**config.mk**
```make
export PLATFORM = sky130hd
export DESIGN_NAME = rob_response_reorder
export DESIGN_NICKNAME = d
export VERILOG_FILES = /design/src/rtl/rob_pkg.sv /design/src/rtl/rob_slot_ram.sv /design/src/rtl/rob_response_reorder.sv
export SDC_FILE = /design/constraint.sdc
export NUM_CORES = 1
export LEC_CHECK = 0
export CORE_ASPECT_RATIO = 2
export CORE_MARGIN = 2
export CORE_UTILIZATION = 50
export CTS_CLUSTER_DIAMETER = 100
export CTS_CLUSTER_SIZE = 24
export DETAILED_ROUTE_END_ITERATION = 10
export DONT_BUFFER_PORTS = 1
export PLACE_DENSITY = 0.62
export REMOVE_ABC_BUFFERS = 1
export SLEW_MARGIN = 20
export SYNTH_ARGS = -nofsm -noshare
export SYNTH_HDL_FRONTEND = slang
export SYNTH_HIERARCHICAL = 1
export SYNTH_SLANG_ARGS = --single-unit
```
**constraint.sdc**
```tcl
create_clock -name clk_i -period 6.3 [get_ports clk_i]
set_clock_uncertainty 0.1 [all_clocks]
set_input_delay 0.315 -clock clk_i [delete_from_list [all_inputs] [get_ports clk_i]]
set_output_delay 0.315 -clock clk_i [all_outputs]
set_load 0.005 [all_outputs]
```
**src/rtl/rob_pkg.sv**
```systemverilog
// Shared constants and types for the response reorder buffer.
package rob_pkg;

    localparam int ROB_ID_W   = 4;
    localparam int ROB_DATA_W = 8;
    localparam int DEPTH      = 2 ** ROB_ID_W;

    typedef logic [ROB_ID_W-1:0] rob_id_t;

    typedef struct packed {
        logic    wrap;
        rob_id_t idx;
    } rob_ptr_t;

endpackage

```
**src/rtl/rob_slot_ram.sv**
```systemverilog
// Response payload storage: one synchronous write port, one asynchronous read port, no reset.
module rob_slot_ram
    import rob_pkg::*;
#(
    parameter int DATA_W = ROB_DATA_W,
    parameter int ID_W   = ROB_ID_W
) (
    input  logic              clk_i,
    input  logic              we_i,
    input  logic [ID_W-1:0]   waddr_i,
    input  logic [DATA_W-1:0] wdata_i,
    input  logic [ID_W-1:0]   raddr_i,
    output logic [DATA_W-1:0] rdata_o
);

    logic [DATA_W-1:0] mem_q [2**ID_W];

    always_ff @(posedge clk_i) begin
        if (we_i) begin
            mem_q[waddr_i] <= wdata_i;
        end
    end

    assign rdata_o = mem_q[raddr_i];

endmodule

```
**src/rtl/rob_response_reorder.sv**
```systemverilog
// Reorder buffer: in-order ID allocation, out-of-order completion, in-order show-ahead drain.
// Optional macro ROB_BYPASS_EN forwards a head-slot response to the outputs in the same cycle.
module rob_response_reorder
    import rob_pkg::*;
#(
    parameter int DATA_W = ROB_DATA_W,
    parameter int ID_W   = ROB_ID_W
) (
    input  logic              clk_i,
    input  logic              rstn_i,
    input  logic              alloc_req_i,
    output logic              alloc_gnt_o,
    output logic [ID_W-1:0]   alloc_id_o,
    input  logic              resp_valid_i,
    input  logic [ID_W-1:0]   resp_id_i,
    input  logic [DATA_W-1:0] resp_data_i,
    output logic              out_valid_o,
    output logic [ID_W-1:0]   out_id_o,
    output logic [DATA_W-1:0] out_data_o,
    input  logic              out_ready_i,
    output logic              empty_o,
    output logic              full_o
);

    localparam int SLOTS = 2 ** ID_W;
    localparam logic [ID_W:0] PTR_ONE = {{ID_W{1'b0}}, 1'b1};

    typedef struct packed {
        logic            wrap;
        logic [ID_W-1:0] idx;
    } ptr_t;

    ptr_t             alloc_ptr_q, alloc_ptr_d;
    ptr_t             head_ptr_q, head_ptr_d;
    logic [SLOTS-1:0] alloc_q, alloc_d;
    logic [SLOTS-1:0] done_q, done_d;

    logic              resp_acc;
    logic              pop;
    logic [DATA_W-1:0] ram_rdata;

    assign empty_o = (alloc_ptr_q.idx == head_ptr_q.idx) && (alloc_ptr_q.wrap == head_ptr_q.wrap);
    assign full_o  = (alloc_ptr_q.idx == head_ptr_q.idx) && (alloc_ptr_q.wrap != head_ptr_q.wrap);

    assign alloc_gnt_o = alloc_req_i & ~full_o;
    assign alloc_id_o  = alloc_ptr_q.idx;

    // Only the first response to a live ID is kept; duplicates and strays leave no trace.
    assign resp_acc = resp_valid_i & alloc_q[resp_id_i] & ~done_q[resp_id_i];

    assign out_id_o = head_ptr_q.idx;

`ifdef ROB_BYPASS_EN
    logic head_hit;
    assign head_hit    = resp_acc & (resp_id_i == head_ptr_q.idx);
    assign out_valid_o = done_q[head_ptr_q.idx] | head_hit;
    assign out_data_o  = head_hit ? resp_data_i : ram_rdata;
`else
    assign out_valid_o = done_q[head_ptr_q.idx];
    assign out_data_o  = ram_rdata;
`endif

    assign pop = out_valid_o & out_ready_i;

    rob_slot_ram #(
        .DATA_W (DATA_W),
        .ID_W   (ID_W)
    ) u_slot_ram (
        .clk_i   (clk_i),
        .we_i    (resp_acc),
        .waddr_i (resp_id_i),
        .wdata_i (resp_data_i),
        .raddr_i (head_ptr_q.idx),
        .rdata_o (ram_rdata)
    );

    // Completion is applied before the pop so a bypassed head that is popped ends up free.
    always_comb begin
        alloc_d     = alloc_q;
        done_d      = done_q;
        alloc_ptr_d = alloc_ptr_q;
        head_ptr_d  = head_ptr_q;

        if (resp_acc) begin
            done_d[resp_id_i] = 1'b1;
        end

        if (pop) begin
            alloc_d[head_ptr_q.idx] = 1'b0;
            done_d[head_ptr_q.idx]  = 1'b0;
            head_ptr_d              = head_ptr_q + PTR_ONE;
        end

        if (alloc_gnt_o) begin
            alloc_d[alloc_ptr_q.idx] = 1'b1;
            done_d[alloc_ptr_q.idx]  = 1'b0;
            alloc_ptr_d              = alloc_ptr_q + PTR_ONE;
        end
    end

    always_ff @(posedge clk_i or negedge rstn_i) begin
        if (!rstn_i) begin
            alloc_ptr_q <= '0;
            head_ptr_q  <= '0;
            alloc_q     <= '0;
            done_q      <= '0;
        end else begin
            alloc_ptr_q <= alloc_ptr_d;
            head_ptr_q  <= head_ptr_d;
            alloc_q     <= alloc_d;
            done_q      <= done_d;
        end
    end

endmodule

```
After elaboration in Yosys (flattened, before gate mapping):

Memory sizes are Yosys's and may differ from the RTL's.
Cells that the tools add are included.

* RAM bits: 128
* output and inout bits: 20
* flip-flop bits (word level): 42
* memories kept: 1
* word-level logic and storage cells: 55

* magnitude comparators: 6
* reduce and logical (&&, ||, !) cells: 5
* muxes and demuxes: 19
* eq/ne operators: 3
* add/subtract/negate cells: 2
* bitwise logic cells: 13

Memory list
* u_slot_ram.mem_q: words 16, bits a word 8, read ports 1, clocked after memory_dff 0, wr ports 1, line rob_slot_ram.sv:16 `logic [DATA_W-1:0] mem_q [2**ID_W];`

Operators with widths (count)
* 16-bit two-way mux: 5
* 16-bit AND: 3
* 16-bit inverter: 2
* 16-bit bitwise OR: 2
* 4-bit by 5-bit less-than comparator with 1-bit output (second input constant): 3
* 1-bit binary-select mux with 4-bit select: 3
* 1-bit demux with 4-bit select: 3
* 4-bit by 1-bit greater-or-equal comparator with 1-bit output (second input constant): 3
* 5-bit by 1-bit adder with 5-bit output (second input constant): 2
* 1-bit two-way mux: 8
* 1-bit logical AND: 5
* 1-bit AND: 4
* 4-bit == test: 1
* 1-bit inverter: 2
* 1-bit == test: 1
* 1-bit inequality test: 1

Depth between registers and ports, before layout:

* depth in word-level cells: 10
* gate-level depth with buffers: 8

Cells and area by module:

The synthesis kept the hierarchy.

By module, submodules not included
* rob_slot_ram: instances 1, cells an instance 221, area each 4987.3 sq um, sequential area each 3843.7 sq um
* rob_response_reorder: instances 1, cells an instance 272, area each 2780.2 sq um, sequential area each 1051.0 sq um

Worst setup path before layout:

Ideal clock, no wire load.

* kind: input-to-reg
* start point: input port resp_id_i[0]
* end point: memory u_slot_ram/mem_q[0][0] (netlist name) (enable)
* setup time: 383 ps
* setup slack: 3357 ps
* cell stages on the path: 7
* data arrival time: 2459 ps
* path buffers: 1
* cell sequence: buf_6 -> mux4_2 -> nand3_1 -> o2111ai_1 -> a21oi_1 -> or3b_2 -> nor3_1

* word-level cells in the longest chain between the ends: 6
* elaborated cells on any way between the ends: 9
* classes of those cells: mux (6); bitwise (3)

RTL lines
* from (decl): line rob_response_reorder.sv:15 `input logic [ID_W-1:0] resp_id_i,`
* 1-bit binary-select mux with 4-bit select: line rob_response_reorder.sv:49 `assign resp_acc = resp_valid_i & alloc_q[resp_id_i] & ~done_q[resp_id_i];`
* 1-bit two-way mux (not written as such): line rob_response_reorder.sv:49
* 1-bit AND / 1-bit inverter (equally long branches): line rob_response_reorder.sv:49
* 1-bit AND *: line rob_response_reorder.sv:49
* net resp_acc: line rob_response_reorder.sv:38 `logic resp_acc;`
* 1-bit two-way mux *: line rob_slot_ram.sv:19 `if (we_i) begin`
* 1-bit two-way mux (not written as such) *: line rob_slot_ram.sv:20 `mem_q[waddr_i] <= wdata_i;`
* to (decl): line rob_slot_ram.sv:16

The timed path passes the listed nets; every way through them passes the cells marked *. The select of a mux whose other input is x is not followed.

Worst setup path after layout:

* start point: register head_ptr_q (netlist bit out_id_o[0])
* end point: output port out_data_o[6]

* word-level cells in the longest chain between the ends: 1

RTL lines
* from (decl): line rob_response_reorder.sv:34 `ptr_t head_ptr_q, head_ptr_d;`
* from (signal assigned): line rob_response_reorder.sv:109 `head_ptr_q <= head_ptr_d;`
* memory read 16 x 8 bit
* to (decl): line rob_response_reorder.sv:19 `output logic [DATA_W-1:0] out_data_o,`

No other way between the ends.

==> qor.csv <==
stage,metric,value,unit
cells_and_area,syn_to_final_growth,10.31,%
cts,cts_setup_buffers,0,
synth,synth-edff-count,128,
power,p_leak,0.003101,uW
cells_and_area,antennaDiodeCount,0,
timing,maxSlewViolCount,0,
cts,cts.root.buffer_cell,clkbuf_16,
synth,synth_cell_types,52,
timing,period_needed,3.107,ns
cts,worst_setup_hold_path_clk_slew,0.06,ns
routing,routed_wire_length_per_instance,25.22,um
cts,htree_num_levels,4,
cts,tritoncts_num_sinks,170,
grt,global_route_total_overflow,0,
placement,detailedPlace.worstSlack,3.027,ns
power,cell_pwr_density,422.6,nW/um^2
routing,viasPerCell,6.099,
die,io-pin-count,37,
worst_setup_path,path_cells,buf_4 -> mux4_2 -> a22oi_1 -> nand2_1,
die,fp.coreArea,15210,um^2
die,initial_utilization,0.5105,
grt,grt_antenna_before_repair,0,
cts,clk_path_buf_depth,2,
timing,timing.final.setup_violations,0,
worst_setup_path,end_kind,output pin,
worst_setup_path,worst_ep_required_time,5.88,ns
cells_and_area,finish.instance_area,8568,um^2
routing,detailedRoute.firstIterationViolations,308,
timing,setup-tns-final,0,ns
cts,tritoncts.num_buffers,17,
power,power.internal,2454,uW
timing,timing.final.crit_share,0.4932,
routing,drt-pass1-iter-count,4,
placement,place.port_buffers,0,
placement,post_dp_cell_area,7839,um^2
timing,maxSlewHeadroom,0.2875,
worst_setup_path,critPathSlowestCell,dfrtp_2,
min_path,worst_hold_path_type,in2reg,
synth,syn_avg_cell_area,15.76,um^2
power,power.share.switching,0.3222,
synth,yosys-top-cells-area,"edfxtp_1 (49%), dfrtp_1 (14%), mux4_2 (7.5%)",
grt,grt.met2_usage,0.4309,
power,pwr-share-comb,0.308,
timing,grt_setup_unrepaired,no,
routing,wl,17.86,mm
worst_setup_path,timing.critical_path.slowest_cell_delay,0.62,ns
placement,place_congestion,0.8893,
synth,async_sr_flop_fraction,0.2471,
power,seq_power_share,0.403,
power,max-vdd-ir-drop,0.0002316,V
synth,yosysWarningCount,6,
grt,groute.layer.met3.usage,0.05144,
timing,worst-slew-pin-transition,1.065,ns
timing,maxClockFrequency,0.3219,GHz
worst_setup_path,critical_path.startpoint_type,flop,
synth,postSynthRegisterBits,170,
power,clock_power_share,0.290,
grt,grt_util_met1,0.2195,
worst_setup_path,critPathKind,reg2out,
timing,timing.final.ws_setup,3.193,ns
synth,yosysTopAreaCellShare,0.4948,
routing,vias,4318,
timing,finalHoldViolations,0,
grt,grt_start_max_net_pins,43,
grt,wire_length_of_the_first_global_routing_pass,27.30,mm
die,die_area,16610,um^2
routing,antenna_violating_nets_post_route,0,
cts,tritoncts,yes,
placement,dpl.hpwl,12.67,mm
cts,worst_skew_pair.late_latency,0.42,ns
die,die_x,92.14,um
routing,post-route-drc-count,0,
synth,syn_area,7767,um^2
power,power.switching,1167,uW
synth,synthDominantAreaCellType,edfxtp_1,
die,placement_rows,64,
die,dieHeight,180.3,um
flow_run,drv.max_cap_violation_count,0,
grt,grt_util_all_layers,0.2281,
cells_and_area,nets,522,
worst_setup_path,worst_ep_arrival_time,2.69,ns
synth,postSynthCellCount,493,
synth,postSynth.topFlopCell,edfxtp_1,
synth,synth_sequential_area_ratio,0.6302,
run_status,run_status,"complete, no violations",
grt,first_global_vias,4736,
cells_and_area,layout-drive-gt1-share,0.1647,
grt,grt-busiest-layer,met2,
worst_setup_path,path_max_fanout,33,
==> timing repair <==
item | in CTS | in global routing
hold buffers | 11 | 0
gates resized for setup | 0 | 0
endpoints found under the hold margin | 173 | 0
==> critical path, delay by kind of cell, from the launching register on <==
kind / cells / cell delay, ns
flip-flops: 1 / 0.62
AO/OA/AOI/OAI: 1 / 0.30
AND/OR/NAND/NOR: 1 / 0.15
multiplexers: 1 / 0.59
buffers and inverters: 1 / 0.58
==> through the flow <==
stage	std cells	total power (uW)	util	hold WS, ns
after floorplan	463	2247	-	-0.08059
after global placement	665	2564	0.5152	-0.07948
after detailed placement	665	2578	0.5152	-0.07953
after CTS	708	3658	0.5628	0.004220
after global routing	708	3802	0.5632	0.02028
final	708	3621	0.5632	0.02678
==> flip-flops by register name, indices dropped and copies added, names as in the netlist <==
register	flops
out_id_o	4
head_ptr_q	1
alloc_id_o	4
alloc_q	16
alloc_ptr_q	1
u_slot_ram/mem_q	128
done_q	16
==> layer usage <==
layer	share of wire	wire length, um	up-vias
met5	0	0	-
met3	0.039	689	46
met1	0.32	5768	2210
li1	-	-	1923
met2	0.58	10360	139
met4	0.058	1041	0
==> synth_stat cells, types with 2 or more instances <==
cell and count:
and3_1 24, nand3b_1 2, xnor2_1 10, buf_4 10
clkdlybuf4s25_2 3, mux2i_1 8, a22oi_1 16, dfrtp_1 42
nor2_1 28, mux4_1 15, a21o_1 5, nand2b_1 3
nand4_1 5, o21bai_1 10, nor3b_1 4, clkbuf_1 2
xor2_1 2, buf_2 8, inv_1 24, nor2b_1 10
ha_1 8, nor3_1 11, mux2_2 2, a211oi_1 2
buf_6 6, nand2_1 24, a21oi_1 9, and2_1 4
edfxtp_1 128, and3b_1 2, a2111oi_2 7, nand3_1 12
a22oi_2 3, mux4_2 26
==> layout by cell type (no fill, tap or decap), types with 12 or more instances in the layout <==
master,n
nor2_1,28
mux4_1,15
dfrtp_1,40
inv_1,24
nand2_1,24
and3_1,24
clkbuf_16,17
a22oi_1,16
nand3_1,12
mux4_2,26
edfxtp_1,128
==> area by class of cell <==
type | instances | area [um^2]
tap | 198 | 247.7
clock buffer | 21 | 450.4
sequential | 170 | 4897
fill | 1239 | 6646
inverter | 24 | 90.09
multi-input combinational | 269 | 2579
clock inverter | 11 | 146.4
timing repair buffer | 15 | 157.7
==> path summary, 6_finish.rpt <==
kind / slack (ns) / startpoint / cells past startpoint / to
setup reg to reg: 3.26 / done_q[15]$_DFF_PN0_ / 6 / u_slot_ram/mem_q[3][7]$_DFFE_PP_
hold / removal: 0.03 / out_ready_i / 2 / out_id_o[0]$_DFFE_PN0N_
min in group asynchronous: 0.29 / rstn_i / 2 / alloc_q[10]$_DFF_PN0_
setup / recovery: 3.19 / out_id_o[0]$_DFFE_PN0N_ / 4 / out_data_o[6]
max in group asynchronous: 5.60 / rstn_i / 2 / alloc_q[12]$_DFF_PN0_
hold reg to reg: 0.38 / alloc_q[10]$_DFF_PN0_ / 1 / alloc_q[10]$_DFF_PN0_
==> cells by family after synthesis <==
family | synth area share
compound gates | 0.06701
xor+xnor | 0.01353
fa+ha+maj | 0.01289
buf+inv | 0.04043
flops | 0.6302
mux | 0.1413
simple gates | 0.09472
==> power groups by stage <==
stage	Clock [uW]	Combinational [uW]	Sequential (uW)
after floorplan	0	720	1530
after CTS	1070	1130	1460
after global placement	0	1090	1470
final	1050	1110	1460
after global routing	1120	1210	1470
after detailed placement	0	1100	1480
Note: power is estimated with default switching activity, not from simulation.
